<file path="config.mk">
export PLATFORM = sky130hd
export DESIGN_NAME = sig_drain
export DESIGN_NICKNAME = d
export VERILOG_FILES = /design/src/rtl/sig_drain_pkg.sv /design/src/rtl/sig_drain_fifo.sv /design/src/rtl/sig_drain.sv
export SDC_FILE = /design/constraint.sdc
export NUM_CORES = 1
export LEC_CHECK = 0
export ABC_AREA = 1
export CORE_MARGIN = 10
export CORE_UTILIZATION = 55
export DETAILED_ROUTE_END_ITERATION = 8
export PLACE_DENSITY = 0.78
export SLEW_MARGIN = 20
export SYNTH_ARGS = -nofsm -noshare
export SYNTH_HDL_FRONTEND = slang
export SYNTH_HIERARCHICAL = 1
export SYNTH_SLANG_ARGS = --single-unit
</file>
<file path="constraint.sdc">
create_clock -name clk -period 3.3 [get_ports clk]
set_input_delay 0.495 -clock clk [delete_from_list [all_inputs] [get_ports clk]]
set_output_delay 0.495 -clock clk [all_outputs]
set_load 0.01 [all_outputs]
</file>
<file path="src/rtl/sig_drain_pkg.sv">
// ---------------------------------------------------------------------------
// sig_drain_pkg
//   Shared constants and elaboration helpers for the sig_drain endpoint.
//   No ports (package).
// ---------------------------------------------------------------------------
package sig_drain_pkg;

    // Headroom the buffer needs beyond the upstream latency: one entry for
    // the word arriving on the edge the stall is computed, one for the
    // cycle the registered stall takes to become visible.
    localparam int SIG_DRAIN_MIN_SLACK = 2;

    function automatic bit is_pow2(input int v);
        return (v > 0) && ((v & (v - 1)) == 0);
    endfunction

endpackage

</file>
<file path="src/rtl/sig_drain_fifo.sv">
// ---------------------------------------------------------------------------
// sig_drain_fifo
//   First-word-fall-through synchronous FIFO. rdata always shows the head
//   entry; a word written on edge t is visible after edge t (no bypass).
//   Pointers carry an extra MSB so full and empty are distinguishable.
//
// Ports
//   clk        in   clock
//   rstn       in   asynchronous active-low reset (pointers/level only)
//   push       in   write request
//   pop        in   read request (ignored while empty)
//   wdata      in   write data
//   rdata      out  head entry (don't-care while empty)
//   push_ok    out  push accepted this cycle
//   pop_ok     out  pop performed this cycle
//   level      out  registered occupancy
//   level_nxt  out  occupancy after the coming edge
//   full       out  level == FIFO_DEPTH
//   empty      out  level == 0
// ---------------------------------------------------------------------------
module sig_drain_fifo
    import sig_drain_pkg::*;
#(
    parameter int WIDTH      = 1,
    parameter int FIFO_DEPTH = 8
) (
    input  logic                          clk,
    input  logic                          rstn,
    input  logic                          push,
    input  logic                          pop,
    input  logic [WIDTH-1:0]              wdata,
    output logic [WIDTH-1:0]              rdata,
    output logic                          push_ok,
    output logic                          pop_ok,
    output logic [$clog2(FIFO_DEPTH):0]   level,
    output logic [$clog2(FIFO_DEPTH):0]   level_nxt,
    output logic                          full,
    output logic                          empty
);

    localparam int AW = $clog2(FIFO_DEPTH);
    localparam int LW = AW + 1;

    if (!is_pow2(FIFO_DEPTH)) begin : g_bad_fifo_depth
        $error("sig_drain_fifo: FIFO_DEPTH (%0d) must be a power of 2", FIFO_DEPTH);
    end

    logic [WIDTH-1:0] mem_q [FIFO_DEPTH];
    logic [LW-1:0]    wr_ptr_q, wr_ptr_d;
    logic [LW-1:0]    rd_ptr_q, rd_ptr_d;
    logic [LW-1:0]    level_q,  level_d;

    always_comb begin
        empty    = (wr_ptr_q == rd_ptr_q);
        // Same slot index but opposite lap bit: writer is a full lap ahead.
        full     = (wr_ptr_q[AW] != rd_ptr_q[AW]) &&
                   (wr_ptr_q[AW-1:0] == rd_ptr_q[AW-1:0]);
        pop_ok   = pop && !empty;
        // When full, a same-cycle pop frees the head slot; the write lands in
        // that slot at the edge while the head is still being read out.
        push_ok  = push && (!full || pop_ok);
        wr_ptr_d = wr_ptr_q + LW'(push_ok);
        rd_ptr_d = rd_ptr_q + LW'(pop_ok);
        level_d  = level_q + LW'(push_ok) - LW'(pop_ok);
        rdata    = mem_q[rd_ptr_q[AW-1:0]];
    end

    assign level     = level_q;
    assign level_nxt = level_d;

    always_ff @(posedge clk or negedge rstn) begin
        if (!rstn) begin
            wr_ptr_q <= '0;
            rd_ptr_q <= '0;
            level_q  <= '0;
        end else begin
            wr_ptr_q <= wr_ptr_d;
            rd_ptr_q <= rd_ptr_d;
            level_q  <= level_d;
        end
    end

    // Storage carries no reset; stale contents are unreachable once the
    // pointers are cleared.
    always_ff @(posedge clk) begin
        if (push_ok) begin
            mem_q[wr_ptr_q[AW-1:0]] <= wdata;
        end
    end

endmodule

</file>
<file path="src/rtl/sig_drain.sv">
// ---------------------------------------------------------------------------
// sig_drain
//   Sink endpoint for a valid-only, fixed-latency (DEPTH-stage) pipeline.
//   Absorbs the no-backpressure stream into a FWFT FIFO, re-presents it as
//   valid/ready, and raises a registered stall early enough that a source
//   honouring it can never overflow the buffer.
//
// Ports
//   clk          in   clock
//   rstn         in   asynchronous active-low reset
//   sig_in_vld   in   upstream valid (no backpressure)
//   sig_in       in   upstream data
//   in_stall     out  registered stop request to the launching side
//   sig_out_vld  out  output valid
//   sig_out_rdy  in   consumer ready
//   sig_out      out  output data, zero while sig_out_vld=0
//   level        out  registered occupancy
//   ovf_err      out  sticky overflow flag
//   ovf_clr      in   synchronous clear of ovf_err (set wins)
// ---------------------------------------------------------------------------
module sig_drain
    import sig_drain_pkg::*;
#(
    parameter int WIDTH      = 1,
    parameter int DEPTH      = 1,
    parameter int FIFO_DEPTH = 8
) (
    input  logic                          clk,
    input  logic                          rstn,
    input  logic                          sig_in_vld,
    input  logic [WIDTH-1:0]              sig_in,
    output logic                          in_stall,
    output logic                          sig_out_vld,
    input  logic                          sig_out_rdy,
    output logic [WIDTH-1:0]              sig_out,
    output logic [$clog2(FIFO_DEPTH):0]   level,
    output logic                          ovf_err,
    input  logic                          ovf_clr
);

    localparam int LW  = $clog2(FIFO_DEPTH) + 1;
    // Once the stall is visible, up to DEPTH words may still be in flight,
    // so it must rise with exactly DEPTH free entries left.
    localparam int THR = FIFO_DEPTH - DEPTH;

    if (FIFO_DEPTH < DEPTH + SIG_DRAIN_MIN_SLACK) begin : g_bad_depth
        $error("sig_drain: FIFO_DEPTH (%0d) must be >= DEPTH+2 (%0d)",
               FIFO_DEPTH, DEPTH + SIG_DRAIN_MIN_SLACK);
    end

    logic [WIDTH-1:0] rdata;
    logic             push_ok;
    logic             pop_ok;
    logic [LW-1:0]    level_nxt;
    logic             full;
    logic             empty;
    logic             pop_req;

    logic             in_stall_q, in_stall_d;
    logic             ovf_err_q,  ovf_err_d;

    sig_drain_fifo #(
        .WIDTH      (WIDTH),
        .FIFO_DEPTH (FIFO_DEPTH)
    ) u_fifo (
        .clk       (clk),
        .rstn      (rstn),
        .push      (sig_in_vld),
        .pop       (pop_req),
        .wdata     (sig_in),
        .rdata     (rdata),
        .push_ok   (push_ok),
        .pop_ok    (pop_ok),
        .level     (level),
        .level_nxt (level_nxt),
        .full      (full),
        .empty     (empty)
    );

    always_comb begin
        sig_out_vld = !empty;
        pop_req     = sig_out_vld && sig_out_rdy;
        sig_out     = sig_out_vld ? rdata : '0;

        // Stall tracks the post-edge occupancy so it is aligned with level.
        in_stall_d  = (level_nxt >= LW'(THR));

        ovf_err_d   = ovf_err_q;
        if (sig_in_vld && !push_ok) begin
            ovf_err_d = 1'b1;
        end else if (ovf_clr) begin
            ovf_err_d = 1'b0;
        end
    end

    always_ff @(posedge clk or negedge rstn) begin
        if (!rstn) begin
            in_stall_q <= 1'b0;
            ovf_err_q  <= 1'b0;
        end else begin
            in_stall_q <= in_stall_d;
            ovf_err_q  <= ovf_err_d;
        end
    end

    assign in_stall = in_stall_q;
    assign ovf_err  = ovf_err_q;

    // full and pop_ok are consumed inside the FIFO's acceptance logic; the
    // top only needs their combined effect through push_ok.
    logic unused_ok;
    assign unused_ok = full ^ pop_ok;

endmodule

</file>
==> impl_metrics.csv <==
group,metric,value,unit
layout,diodes,0,
placed_design,dp_hpwl,1640,um
clocking,cts_hold_buffers,0,
flow_run,cap_violations,0,
clocking,htreeDepth,1,
pwr,p_total,1.33,mW
pwr,vdd_ir_drop_max,0.612,mV
timing,timing.final.crit_period,2.43,ns
floorplan,dieArea,4320,sq um
detailed_routing,via_count,814,
clocking,clk_pin_slew,0.11,ns
timing,rsz0062_at_grt,"no",
global_route,grt_max_degree,15,
synthesis,synth_area,1150,sq um
synthesis,syn_avg_cell_area,9.19,sq um
global_route,antenna_found_initial,0,
placed_design,gp_congestion,0.835,
worst_setup_path,crit_type,"register to register",
timing,worst_pin_slew,0.626,ns
timing,finalSetupViolations,0,
synthesis,ys.warnings.count,6,
status,outcome,"completed",
synthesis,synth_fp_nets,139,
pwr,p_per_area,995,nW/um^2
worst_setup_path,crit_slowest_cell,"dfrtp_1",
worst_setup_path,cpMostUsedCell,"nand2_1",
worst_setup_path,critPathRequiredTime,3.51,ns
worst_setup_path,critPathMaxStageDelay,0.47,ns
clocking,cts_buffers,3,
timing,fin_crit_sh,73.7,%
detailed_routing,wl_per_cell,12.3,um
layout,area_growth,16.1,%
global_route,grt_use_total,10.5,%
timing,fin_setup_tns,0,ns
detailed_routing,drt-total-wl,2070,um
detailed_routing,drt_iter0_drc,27,
timing,hold_slack,0.522,ns
floorplan,rows,16,
timing,hold_violations,0,
floorplan,die_h,65.7,um
detailed_routing,drc_errors,0,
timing,final_max_slew_viol_count,0,
worst_setup_path,critPathCaptureType,"register",
worst_setup_path,critPathLaunchType,"register",
layout,final_common_cell,"nand2_1",
timing,skew,0.00989,ns
floorplan,start_util,58.0,%
clocking,root_buffer,"clkbuf_4",
global_route,grt_pass1_wl,3560,um
worst_setup_path,path_buf_inv,2,
clocking,cts_tree,"done",
timing,fmax,0.411,GHz
worst_setup_path,critical-path-top-delay-family,"simple AND/OR/NAND/NOR gates",
layout,drive_above_1_share,8.51,%
clocking,clockBufferDepth,2,
clocking,cts_resized,0,
clocking,cts.sinks,22,
global_route,gr-total-overflow,0,
worst_setup_path,crit_arrival,2.64,ns
timing,slew_headroom,58.2,%
worst_setup_path,crit_path_max_fanout,7,
floorplan,coreArea,1980,sq um
clocking,clock_latency,0.31,ns
clocking,postCtsSetupRepairBufs,0,
layout,layout_common_cells,"27 x nand2_1, 19 x inv_1, 15 x nor2_1",
detailed_routing,first_pass_iters,4,
placed_design,portBuffers,13,
layout,final_util,67.3,%
floorplan,ios,14,
pwr,p_leak,0.648,nW
detailed_routing,ant_nets,0,
worst_hold_path,worstHoldPathType,"register to register",
placed_design,postPlaceCellArea,1310,sq um
global_route,grt_pass1_vias,811,
layout,final_cell_area,1330,sq um
worst_setup_path,path_cells,"inv_1 -> nand2_1 -> nand2_2 -> nor2_4 -> nand2_2 -> inv_1 -> nor2_1 -> nand2_1 -> nand3_1 -> nand2_1 -> ha_1 -> fa_1 -> xor2_1 -> nand3_1 -> nand2_1",
detailed_routing,via_per_inst,4.85,
synthesis,syn_inst,125,
layout,nets,156,
floorplan,die_w,65.7,um
sequential cells by signal, indices dropped and copies added (netlist names):
signal	flops
u_fifo/mem_q	8
u_fifo/rd_ptr_q	4
u_fifo/wr_ptr_q	4
ovf_err	1
u_fifo/level	4
in_stall	1
metrics by stage:
step	setup WS [ns]	std cells
2_1_floorplan	1.18	125
3_3_place_gp	0.949	164
3_5_place_dp	0.905	164
4_1_cts	0.859	168
5_1_grt	0.671	168
6_report	0.869	168
layout make-up:
class                   instances  area [sq um]
repair buffers                 13           130
clock inverters                 1          3.75
fillers                       151           648
well taps                      27          33.8
flip-flops and latches         22           591
inverters                      22          82.6
clock buffers                   3          22.5
multi-input cells              80           470
report_power, final:
group	total [mW]	leakage (nW)	internal [mW]	switching [mW]
Combinational	0.705	0.397	0.310	0.396
Sequential	0.498	0.236	0.394	0.105
Clock	0.124	0.0154	0.0442	0.0796
Total	1.33	0.648	0.747	0.580
layer usage:
layer,wire (um),GRT usage (%),vias up
met5,0,0,-
met4,27,4.01,0
met3,73,3.05,4
met2,990,17.3,11
met1,973,12.5,373
li1,-,-,426
final timing paths:
kind,cells past startpoint,slack [ns],from,to
max,15,0.87,u_fifo/rd_ptr_q[0],in_stall
min,2,0.52,ovf_err,ovf_err
max reg2reg,15,0.87,u_fifo/rd_ptr_q[0],in_stall
min reg2reg,2,0.52,ovf_err,ovf_err
max in group asynchronous,1,2.33,rstn,u_fifo/rd_ptr_q[3]
min in group asynchronous,1,0.56,rstn,u_fifo/wr_ptr_q[3]
worst min-delay path: stages (launching register included):
cell and delay, ns:
dfrtp_1 0.37, nand2_1 0.06, nand2_1 0.06
Note: power is estimated with default switching activity, not from simulation.
